[src/rtl/kbd_ctrl.sv]
// -----------------------------------------------------------------------------
// kbd_ctrl -- CPU-side keyboard controller.
//
// Completes the keyboard driver's four-phase int_req/int_ack handshake. Each
// delivered ASCII byte goes into a small circular FIFO. The FIFO is exposed to
// the system bus as a data port and a status port. A level interrupt is raised
// while the FIFO holds data.
//
// Ports
//   clk       in   1   system clock (same clock as the keyboard driver)
//   rst_n     in   1   asynchronous active-low reset
//   int_req   in   1   driver request; kbd_data is valid while it is high
//   kbd_data  in   8   ASCII byte from the driver
//   int_ack   out  1   handshake acknowledge (registered)
//   rd_en     in   1   one-cycle bus read strobe
//   rd_sel    in   1   0 = data port (pops the FIFO), 1 = status port
//   rd_data   out  32  registered read result; holds when rd_en = 0
//   irq       out  1   registered "FIFO non-empty" interrupt
//
// Status word layout:
//   [31:12] 0, [11:4] count, [3] 0, [2] overflow (read-to-clear),
//   [1] full, [0] nonempty
// -----------------------------------------------------------------------------
module kbd_ctrl #(
    parameter int DEPTH_LOG2 = 3
) (
    input  logic        clk,
    input  logic        rst_n,
    input  logic        int_req,
    input  logic [7:0]  kbd_data,
    output logic        int_ack,
    input  logic        rd_en,
    input  logic        rd_sel,
    output logic [31:0] rd_data,
    output logic        irq
);

    localparam int                  DEPTH     = 1 << DEPTH_LOG2;
    localparam logic [DEPTH_LOG2:0] DEPTH_CNT = (DEPTH_LOG2 + 1)'(DEPTH);

    typedef enum logic [1:0] {
        IDLE     = 2'd0,
        ACK      = 2'd1,
        WAIT_LOW = 2'd2
    } hs_state_e;

    // Handshake FSM state and its registered output.
    hs_state_e state_q;
    logic      int_ack_q;

    // FIFO bookkeeping.
    logic [DEPTH_LOG2-1:0] wr_ptr_q;
    logic [DEPTH_LOG2-1:0] rd_ptr_q;
    logic [DEPTH_LOG2:0]   count_q;
    logic [DEPTH_LOG2:0]   count_d;
    logic                  overflow_q;
    logic                  overflow_d;
    logic [7:0]            mem_q [DEPTH];

    // Bus side.
    logic [31:0] rd_data_q;
    logic [31:0] rd_data_d;
    logic        irq_q;

    // Per-cycle events.
    logic        push_req;
    logic        push;
    logic        pop;
    logic        drop;
    logic        empty;
    logic        full;
    logic        status_rd;
    logic [7:0]  count_ext;
    logic [31:0] status_word;

    // -------------------------------------------------------------------------
    // Event decode
    // -------------------------------------------------------------------------
    // A request is only taken in IDLE, so a long int_req pulse pushes once.
    assign push_req  = (state_q == IDLE) && int_req;
    assign empty     = (count_q == '0);
    assign full      = (count_q == DEPTH_CNT);
    assign status_rd = rd_en && rd_sel;
    assign pop       = rd_en && !rd_sel && !empty;
    // A pop in the same cycle frees a slot, so a push into a full FIFO
    // is still accepted then.
    assign push      = push_req && (!full || pop);
    assign drop      = push_req && !push;

    assign count_ext   = 8'(count_q);
    assign status_word = {16'b0, 4'b0, count_ext, 1'b0, overflow_q, full, !empty};

    // NOTE: every signal assigned in always_comb takes a default first, so no
    // path leaves it unassigned and no latch is inferred.
    always_comb begin
        count_d = count_q;
        if (push && !pop) begin
            count_d = count_q + 1'b1;
        end else if (pop && !push) begin
            count_d = count_q - 1'b1;
        end
    end

    // A dropped byte wins over the read-to-clear. The status word already
    // sampled the pre-read value, so an overflow in the same cycle is not lost.
    always_comb begin
        overflow_d = overflow_q;
        if (drop) begin
            overflow_d = 1'b1;
        end else if (status_rd) begin
            overflow_d = 1'b0;
        end
    end

    always_comb begin
        rd_data_d = rd_data_q;
        if (rd_en) begin
            if (rd_sel) begin
                rd_data_d = status_word;
            end else if (!empty) begin
                rd_data_d = {24'b0, mem_q[rd_ptr_q]};
            end else begin
                rd_data_d = '0;
            end
        end
    end

    // -------------------------------------------------------------------------
    // Handshake FSM
    // -------------------------------------------------------------------------
    // NOTE: sequential state is written with non-blocking assignments, so
    // every register samples the values from before the edge.
    always_ff @(posedge clk or negedge rst_n) begin
        if (!rst_n) begin
            state_q   <= IDLE;
            int_ack_q <= 1'b0;
        end else begin
            case (state_q)
                IDLE: begin
                    if (int_req) begin
                        state_q   <= ACK;
                        int_ack_q <= 1'b1;
                    end
                end
                // One unconditional cycle keeps int_ack high for at least
                // two cycles.
                ACK: begin
                    state_q <= WAIT_LOW;
                end
                WAIT_LOW: begin
                    if (!int_req) begin
                        state_q   <= IDLE;
                        int_ack_q <= 1'b0;
                    end
                end
                default: begin
                    state_q   <= IDLE;
                    int_ack_q <= 1'b0;
                end
            endcase
        end
    end

    // -------------------------------------------------------------------------
    // FIFO control, read port and interrupt
    // -------------------------------------------------------------------------
    always_ff @(posedge clk or negedge rst_n) begin
        if (!rst_n) begin
            wr_ptr_q   <= '0;
            rd_ptr_q   <= '0;
            count_q    <= '0;
            overflow_q <= 1'b0;
            rd_data_q  <= '0;
            irq_q      <= 1'b0;
        end else begin
            // The pointers are exactly DEPTH_LOG2 bits wide, so they wrap
            // modulo DEPTH on their own.
            if (push) begin
                wr_ptr_q <= wr_ptr_q + 1'b1;
            end
            if (pop) begin
                rd_ptr_q <= rd_ptr_q + 1'b1;
            end
            count_q    <= count_d;
            overflow_q <= overflow_d;
            rd_data_q  <= rd_data_d;
            // This uses the registered count, so irq lags count by one cycle.
            irq_q      <= (count_q != '0);
        end
    end

    // NOTE: the storage array has no reset. Its contents are only visible
    // through count and the pointers, which are reset. Leaving it unreset lets
    // it map onto plain RAM or register-file cells.
    always_ff @(posedge clk) begin
        if (push) begin
            mem_q[wr_ptr_q] <= kbd_data;
        end
    end

    assign int_ack = int_ack_q;
    assign rd_data = rd_data_q;
    assign irq     = irq_q;

endmodule

[config.mk]
export PLATFORM = sky130hd
export DESIGN_NAME = kbd_ctrl
export DESIGN_NICKNAME = d
export VERILOG_FILES = /design/src/rtl/kbd_ctrl.sv
export SDC_FILE = /design/constraint.sdc
export NUM_CORES = 1
export LEC_CHECK = 0
export CAP_MARGIN = 10
export CORE_MARGIN = 5
export CORE_UTILIZATION = 40
export DETAILED_ROUTE_END_ITERATION = 8
export PLACE_DENSITY = 0.58
export SYNTH_ARGS = -nofsm -noshare
export SYNTH_HDL_FRONTEND = slang
export SYNTH_SLANG_ARGS = --single-unit
export TNS_END_PERCENT = 50
[constraint.sdc]
create_clock -name clk -period 6.9 [get_ports clk]
set_clock_uncertainty 0.2 [all_clocks]
set_input_delay 0.69 -clock clk [delete_from_list [all_inputs] [get_ports clk]]
set_output_delay 0.69 -clock clk [all_outputs]
set_load 0.01 [all_outputs]
==> results of run 1 <==
per-stage QoR:
stage	std cells	worst slack (ns)	power, uW	utilization (%)	hold WS (ns)
5_1_grt	386	3.21	1660	45.5	0.327
3_5_place_dp	370	3.03	1250	43.5	0.293
2_1_floorplan	267	3.94	1100	-	0.194
4_1_cts	386	3.41	1580	45.5	0.307
6_report	386	3.43	1560	45.5	0.297
3_3_place_gp	370	3.21	1250	43.5	0.298
layer usage:
| metal | routed length [um] | share of wire (%) | up-vias | global-route usage (%) |
|---|---|---|---|---|
| met5 | 0 | 0 | - | 0 |
| met4 | 109 | 1.6 | 0 | 4.20 |
| met3 | 258 | 3.8 | 10 | 4.03 |
| met2 | 3040 | 45 | 50 | 19.1 |
| met1 | 3340 | 49 | 943 | 17.0 |
| li1 | - | - | 909 | - |
area by class of cell:
class                      count  area (sq um)
clock inverter                 6          52.6
tap                          111           139
multi-input combinational    143          1110
inverter                       4          15.0
timing repair buffer          25           243
fill                         821          5010
sequential                    87          2500
clock buffer                  10           128
cells in the mapped netlist, drive strengths merged:
library cell / n
edfxtp: 64
buf: 30
nand2: 25
dfrtp: 23
o21ai: 17
mux4: 14
mux2i: 13
nor2: 9
ha: 5
nor3: 5
xnor2: 5
inv: 4
nand2b: 4
clkbuf: 3
mux2: 3
a21oi: 2
nand3: 2
nand3b: 2
nor3b: 2
a2111oi: 1
a21o: 1
a31oi: 1
and2b: 1
conb: 1
fa: 1
nand4: 1
nor2b: 1
o22ai: 1
o31ai: 1
or4: 1
or4b: 1
cells by family (layout without fill, tap and decap cells):
family | count (synthesis) | in the layout | share of synthesized area, %
xor gates and xnor gates | 5 | 5 | 1.16
buffers and inverters | 37 | 45 | 6.52
AOI/OAI and AO/OA | 24 | 24 | 3.59
adders and majority gates | 6 | 6 | 2.19
muxes | 30 | 30 | 12.7
other | 1 | 24 | 0.0996
DFF | 87 | 87 | 66.4
and+or+nand+nor | 54 | 54 | 7.35
worst max-delay path, stage by stage:
cell	delay (ns)
clkdlybuf4s50_1	0.65
and2b_1	0.36
o21ai_2	0.22
inv_2	0.09
ha_1	0.25
inv_1	0.16
ha_1	0.26
a21o_1	0.21
a2111oi_0	0.45
o31ai_1	0.15
cells in the final DEF (no fill, tap or decap), types with 2 or more instances in the layout:
| cell | instances |
|---|---|
| edfxtp_1 | 64 |
| conb_1 | 24 |
| nand2_1 | 23 |
| dfrtp_1 | 23 |
| clkdlybuf4s50_1 | 22 |
| mux4_2 | 14 |
| mux2i_1 | 13 |
| o21ai_1 | 10 |
| nor2_1 | 9 |
| clkbuf_8 | 9 |
| o21ai_0 | 6 |
| nor3_1 | 5 |
| xnor2_1 | 5 |
| ha_1 | 5 |
| inv_1 | 3 |
| nand2b_1 | 3 |
| buf_4 | 3 |
| mux2_1 | 2 |
| nand3_1 | 2 |
| nand3b_1 | 2 |
| a21oi_1 | 2 |
| clkinv_4 | 2 |
| clkinvlp_4 | 2 |
sequential cells by signal, summed over array words and instances, names as in the netlist:
| name | flops |
|---|---|
| mem_q | 64 |
| int_ack | 1 |
| rd_data | 8 |
| state_q | 2 |
| rd_ptr_q | 3 |
| wr_ptr_q | 3 |
| overflow_q | 1 |
| irq | 1 |
| count_q | 4 |
worst max path at each step:
stage | start | end | cells past startpoint | slack (ns)
finish | rd_en | count_q[3] | 10 | 3.43
CTS | rd_en | count_q[3] | 10 | 3.41
global route | rd_en | count_q[3] | 10 | 3.21
floorplan | rd_sel | count_q[3] | 10 | 3.94
global placement | rd_en | count_q[3] | 10 | 3.21
detailed placement | rd_en | count_q[3] | 10 | 3.03
report_power, final:
part | switching (uW) | leakage (uW) | internal [uW]
clock | 191 | 0.0000850 | 136
combinational | 230 | 0.000568 | 246
sequential | 99.3 | 0.000851 | 656
total | 520 | 0.00150 | 1040
==> metrics.md, run 1 <==
| Metric | Value |
|---|---|
| Max Freq | 288 MHz |
| Cell variety after synth | 41 |
| Synth top area cells | edfxtp_1 51%, dfrtp_1 15%, mux4_2 8.4% |
| Die Wd | 107 um |
| Inserted Clock Buffers | 9 |
| Final setup viols | 0 |
| Cell Area, Placed | approximately 4000 sq um |
| DRT iter0 DRCs | 67 |
| Worst Hold Path EP | state_q[0] |
| Type of the worst setup path | primary input to register |
| Worst-path fanout max | 16 |
| Critical Path RT | 6.92 ns |
| Design area | 4180 sq um |
| Slew headroom | around 28% |
| GP Congestion | 0.758 |
| Final number of hold-violating endpoints | 0 |
| Power per standard cell area | between 300 and 400 nW/um^2 |
| Hold_sp | state_q[0] |
| GRT overflow | 0 |
| Die ar. | 11,400 sq um |
| Cts hold-fix bufs | 0 |
| Initial Util | 40.9% |
| Pins Over Slew Limit | 0 |
| Via count | 1,912 |
| Reg2reg start | count_q[0] |
| Post-CTS setup buffers | 0 |
| Synthesized area per cell | 15.4 sq um |
| Ant. Diodes | 0 |
| Drt first pass iters | 4 |
| Synth top area share | 51.1% |
| Max VDD drop | 107 uV |
| Final ANT Viol Nets | 0 |
| Vias/cell | 4.95 |
| RSZ-0062 raised after global routing | false |
| Reg2Reg Setup Slack | 3.73 ns |
| CP endpoint kind | register |
| Area of the core | just over 9000 sq um |
| Vias in the first global route | approximately 1,900 |
| Status | completed |
| Worst slew pin tran | 1.08 ns |
| Worst Setup Start Kind | primary input |
| P_leak | about 0.0015 uW |
| Aggregate global-route resource usage | 12.5% |
| Max Cap Viol | 0 |
| Clock Tree Buf Depth | 2 |
| TritonCTS Sinks | 87 |
| Cells after synthesis | 244 |
| Die span in y | 107 um |
| Number of antenna violations at the first check in global routing | 0 |
| Synth area leader | edfxtp_1 |
| Post-route clock period utilization | 50.3% |
| CP arrival | approximately 3.5 ns |
| Final worst path period need | approximately 3.5 ns |
| Register-to-Register Path Depth | 9 |
| HPWL Detailed | 4410 um |
| # IOs | 47 |
| Worst skew pair latency | 0.36 ns |
| First-pass GRT wire length | 10,600 um |
| # DRC | 0 |
| WL/cell | 17.5 um |
| Reg2reg end | count_q[3] |
| Flops & latches, synth | 87 |
| WHS Path Cells | 1 |
| Root Driver | clkbuf_8 |
| Cts repair resizes | 0 |
| Setup TNS | 0 ns |
| Rows | 35 |
| Layout cells sized above 1 | 14.5% |
| Sequential fraction of the synthesis area | 66.4% |
| CTS tree | built |
| Total wire length | 6750 um |
| H-tree levels | 3 |
| Port Buffers | 22 |
| Worst hold path class | register to register |
| Post-Syn Area | 3760 sq um |
| Largest net degree at the start of global routing | 24 |
| Final net count | 289 |
| Clk pin slew, worst setup/hold paths | 0.10 ns |
| Area growth from synthesis to layout | 11.1% |
| Ys Warns | 0 |
(Power assumes the default switching activity.)
==> run 2, diff against run 1 <==
PLACE_DENSITY = 0.6   (was 0.58)
clock period = 3.15 ns   (was 6.9 ns; I/O delays follow)
==> run 2 against run 1 <==
Effect of this change: cell count up 3.9%; flip-flop and latch count unchanged; register-to-register slack worse by 3.5 ns.
==> metrics.md, run 2 (synthesis gave the netlist of run 1 again) <==
| Metric | Value |
|---|---|
| P_leak | roughly 0.0016 uW |
| Final Non-Filler Cells | 401 |
| Ant. Diodes | 0 |
| Power per standard cell area | 804 nW/um^2 |
| Vias/cell | 5.04 |
| Total wire length | between 6000 and 7000 um |
| First-pass GRT wire length | 11,100 um |
| Most frequent cells in the layout | 64 x edfxtp_1, 24 x conb_1, 23 x nand2_1, 23 x dfrtp_1, 22 x clkdlybuf4s50_1 |
| # IOs | 47 |
| Max VDD drop | 359 uV |
| CTS tree | built |
| RSZ-0062 raised after global routing | false |
| Final ANT Viol Nets | 0 |
| Rows | 35 |
| Fillers | 809 |
| Area growth from synthesis to layout | 14.2% |
| Clk pin slew, worst setup/hold paths | around 0.080 ns |
| Die Wd | 107 um |
| H-tree levels | 3 |
| TritonCTS Sinks | slightly below 90 |
| Max Cap Viol | 0 |
| Worst slew pin tran | 0.994 ns |
| Register bank with the most flops | mem_q |
| DP Worst Slack | ~0.11 ns |
| Worst hold path class | primary input to asynchronous set/reset pin |
| Initial Util | ~40% |
| GRT overflow | 0 |
| Final worst path period need | 2.92 ns |
| Clock Tree Buf Depth | 2 |
| Die ar. | 11,400 sq um |
| HPWL Detailed | 4580 um |
| Worst Setup Start Kind | register |
| Most common cell after layout, fill and taps aside | edfxtp_1 |
| Setup ws final | 0.233 ns |
| GP Congestion | 0.737 |
| Slew headroom | 33.8% |
| Status | completed |
| Inserted Clock Buffers | 9 |
| Die span in y | ~110 um |
| Core Util, Final | 46.7% |
| Via count | 2,023 |
| Final setup viols | 0 |
| WL/cell | about 17 um |
| Worst skew pair latency | between 0.3 and 0.4 ns |
| DRT iter0 DRCs | 143 |
| Number of antenna violations at the first check in global routing | 0 |
| CP arrival | 2.95 ns |
| Layout cells sized above 1 | 19.7% |
| Worst-path fanout max | 5 |
| Max Freq | 343 MHz |
| Max reg flops | 64 |
| Port Buffers | 22 |
| Setup TNS | 0 ns |
| CP endpoint kind | register |
| Final net count | 304 |
| Placed Cells incl. Taps | 385 |
| # DRC | 0 |
| Largest net degree at the start of global routing | 24 |
| Critical Path RT | 3.18 ns |
| Pins Over Slew Limit | 0 |
| Final number of hold-violating endpoints | 0 |
| Area of the core | around 9200 sq um |
| Post-route clock period utilization | 92.6% |
| Vias in the first global route | 2,036 |
| Root Driver | clkbuf_8 |
| Type of the worst setup path | register to register |
| Drt first pass iters | 4 |
| Aggregate global-route resource usage | 13.2% |
## run 2: cell types whose count changed in the layout (fill, tap and decap cells not counted)
cell / previous run / this run
buf_4: 3 / 18
a2111oi_0: 1 / 0
a2111oi_2: 0 / 1
clkbuf_1: 1 / 0
clkinv_1: 0 / 1
clkinv_4: 2 / 1
clkinvlp_4: 2 / 3
inv_1: 3 / 2
inv_2: 1 / 2
## run 2: layout make-up
class | count | area, sq um | share of cell area (%)
well taps | 111 | 139 | 3.23
inverters | 4 | 15.0 | 0.349
clock inverters | 7 | 55.1 | 1.28
multi-input cells | 143 | 1110 | 25.9
clock buffers | 9 | 124 | 2.88
flip-flops and latches | 87 | 2500 | 58.1
repair buffers | 40 | 355 | 8.27
## run 2: worst max-delay path, cell delays in order (launching register included)
cell	delay (ns)
dfrtp_1	0.38
buf_4	0.16
or4_1	0.64
nand2_4	0.12
ha_1	0.24
inv_2	0.09
ha_1	0.27
a21o_1	0.21
a21oi_1	0.18
mux2i_1	0.21
o31ai_1	0.09
## run 2: routing by layer
layer  GRT usage (%)  part of all wire [%]
met5               0                     0
met4            5.11                   1.6
met3            3.55                   5.7
met2            21.0                    46
met1            17.2                    47
## run 2: path summary, 6_finish.rpt
path,from,to,slack [ns],cells past startpoint
setup / recovery,count_q[0],count_q[3],0.23,10
hold / removal,rst_n,rd_data[0],0.11,2
setup reg to reg,count_q[0],count_q[3],0.23,10
hold reg to reg,state_q[0],state_q[0],0.29,1
max in group asynchronous,rst_n,wr_ptr_q[0],2.40,2
min in group clk,state_q[0],state_q[0],0.29,1
## run 2: repair_timing
item / 4_1_cts / 5_1_grt
setup buffers: 0 / 0
gates resized for setup: 0 / 3
setup endpoints to repair: 0 / 1
hold buffers: 0 / 0
## run 2: where the power goes
group	switching, uW	internal, uW	total, uW
clock	411	293	704
combinational	529	583	1110
sequential	207	1440	1640
total	1150	2310	3460
## run 2: metrics by stage
| step | power, uW | area (sq um) | hold slack [ns] |
|---|---|---|---|
| floorplan | 2410 | 3850 | -0.181 |
| global placement | 2760 | 4110 | 0.283 |
| detailed placement | 2780 | 4110 | 0.285 |
| CTS | 3490 | 4290 | 0.0988 |
| global route | 3690 | 4300 | 0.147 |
| finish | 3460 | 4300 | 0.114 |
==> run 3, diff against run 2 <==
CORE_MARGIN = 4   (was 5)
==> run 3 against run 2 <==
Effect of this change: power shrank 0.36%; critical path depth is the same; non-clock buffer count increased by 2; fmax decreased by 1.9%; sequential power barely moved; design area increased by 0.38%; combinational power is essentially flat; register-to-register slack got worse by 0.06 ns; global-route usage decreased by 0.30 points; cell count is 0.50% higher; critical path type unchanged; largest cell class unchanged.
==> metrics.md, run 3 (synthesis gave the netlist of run 1 again) <==
| Metric | Value |
|---|---|
| Ant. Diodes | 0 |
| Hold Slack | 0.129 ns |
| Met1 wire length | 2870 um |
| Inserted Clock Buffers | 9 |
| Worst slew pin tran | 0.923 ns |
| DP Worst Slack | roughly 0.074 ns |
| Pins Over Slew Limit | 0 |
| Final ANT Viol Nets | 0 |
| Aggregate global-route resource usage | between 10% and 20% |
| Drt first pass iters | 4 |
| Reg2reg end | count_q[3] |
| Worst skew pair latency | 0.35 ns |
| Area of the core | 9200 sq um |
| Via count | a little under 2,000 |
| Slew headroom | 38.5% |
| Worst Setup Start Kind | register |
| Critical Path RT | 3.18 ns |
| CP arrival | 3.00 ns |
| GP Congestion | 0.746 |
| Clk pin slew, worst setup/hold paths | roughly 0.090 ns |
| WL/cell | around 16 um |
| RSZ-0062 raised after global routing | false |
| Max VDD drop | 302 uV |
| Reg2reg start | count_q[0] |
| TritonCTS Sinks | 87 |
| CTS tree | built |
| Max Freq | roughly 340 MHz |
| Rows | 35 |
| Status | completed |
| WL met2 | 3290 um |
| Worst hold path class | primary input to asynchronous set/reset pin |
| Core Util, Final | a little under half |
| Setup TNS | 0 ns |
| Max Cap Viol | 0 |
| Post-route clock period utilization | 94.4% |
| Final number of hold-violating endpoints | 0 |
| Vias in the first global route | 2,005 |
| Cts repair resizes | 0 |
| Top sig layer | met4 |
| Reg2Reg Setup Slack | between 0.15 and 0.2 ns |
| Die Wd | roughly 110 um |
| Clock Tree Buf Depth | 2 |
| Wire length on met3 | 291 um |
| Cts hold-fix bufs | 0 |
| # IOs | 47 |
| GRT overflow | 0 |
| Vias/cell | 4.91 |
| HPWL Detailed | 4690 um |
| CP endpoint kind | register |
| Most frequent cells in the layout | 64 x edfxtp_1, 24 x conb_1, 23 x nand2_1, 23 x dfrtp_1, 22 x clkdlybuf4s50_1 |
| Die ar. | 11,000 sq um |
| First-pass GRT wire length | 10,700 um |
| Total wire length | roughly 6500 um |
| Layout cells sized above 1 | 20.2% |
| Initial Util | 40.9% |
| P_leak | 0.00159 uW |
| Power per standard cell area | 798 nW/um^2 |
| Number of antenna violations at the first check in global routing | 0 |
| Final setup viols | 0 |
| Die span in y | ~110 um |
| Post-CTS setup buffers | 0 |
| DRT iter0 DRCs | 51 |
| Port Buffers | 22 |
| Setup ws final | 0.177 ns |
| Most common cell after layout, fill and taps aside | edfxtp_1 |
| Max reg flops | 64 |
| Worst-path fanout max | 6 |
| Root Driver | clkbuf_8 |
| Area growth from synthesis to layout | 14.7% |
| Largest net degree at the start of global routing | 24 |
| Type of the worst setup path | register to register |
| Final worst path period need | 2.97 ns |
| Final net count | slightly above 300 |
| # DRC | 0 |
| H-tree levels | 3 |
| Register-to-Register Path Depth | 10 |
| Register bank with the most flops | mem_q |
-- run 3: cell types whose count changed in the layout (fill, tap and decap cells not counted), sizes merged --
cell / change
clkbuf: +1
clkinvlp: -1
buf: +2
-- run 3: how the worst max path moves through the flow --
stage / from / end / slack (ns) / cells after the start
finish: count_q[0] / count_q[3] / 0.18 / 10
global route: count_q[0] / count_q[3] / 0.02 / 9
CTS: count_q[0] / count_q[3] / 0.05 / 9
detailed placement: count_q[0] / count_q[3] / 0.07 / 9
global placement: count_q[0] / count_q[3] / 0.12 / 9
floorplan: count_q[0] / count_q[3] / 0.30 / 9
-- run 3: final cells by class --
type | count | area (sq um)
Clock buffer | 10 | 128
Clock inverter | 6 | 52.6
Sequential cell | 87 | 2500
Multi-Input combinational cell | 143 | 1110
Fill cell | 831 | 4880
Inverter | 4 | 15.0
Timing Repair Buffer | 42 | 370
Tap cell | 111 | 139
-- run 3: metrics by stage --
step                power, uW  cell area [sq um]  std cells
floorplan                2410               3850        267
global placement         2760               4130        387
detailed placement       2780               4130        387
CTS                      3490               4310        403
global route             3680               4320        403
finish                   3450               4320        403
-- run 3: routing by layer --
| layer | up-vias | GRT usage, % |
|---|---|---|
| met2 | 51 | 21.2 |
| met3 | 9 | 3.34 |
| li1 | 940 | - |
| met4 | 0 | 4.50 |
| met1 | 980 | 16.5 |
| met5 | - | 0 |
-- run 3: where the power goes --
group          leakage, uW  total [uW]  switching (uW)  internal [uW]
Clock            0.0000850         700             403            298
Combinational     0.000657        1100             516            584
Sequential        0.000851        1650             209           1440
-- run 3: worst max-delay path, stage by stage, from the launching register on --
cell and delay, ns:
dfrtp_1 0.46, or4b_4 0.59, o21ai_2 0.19, inv_2 0.09, ha_1 0.26, inv_2 0.12, ha_1 0.24, a21o_1 0.21
a21oi_1 0.19, mux2i_1 0.21, o31ai_1 0.09
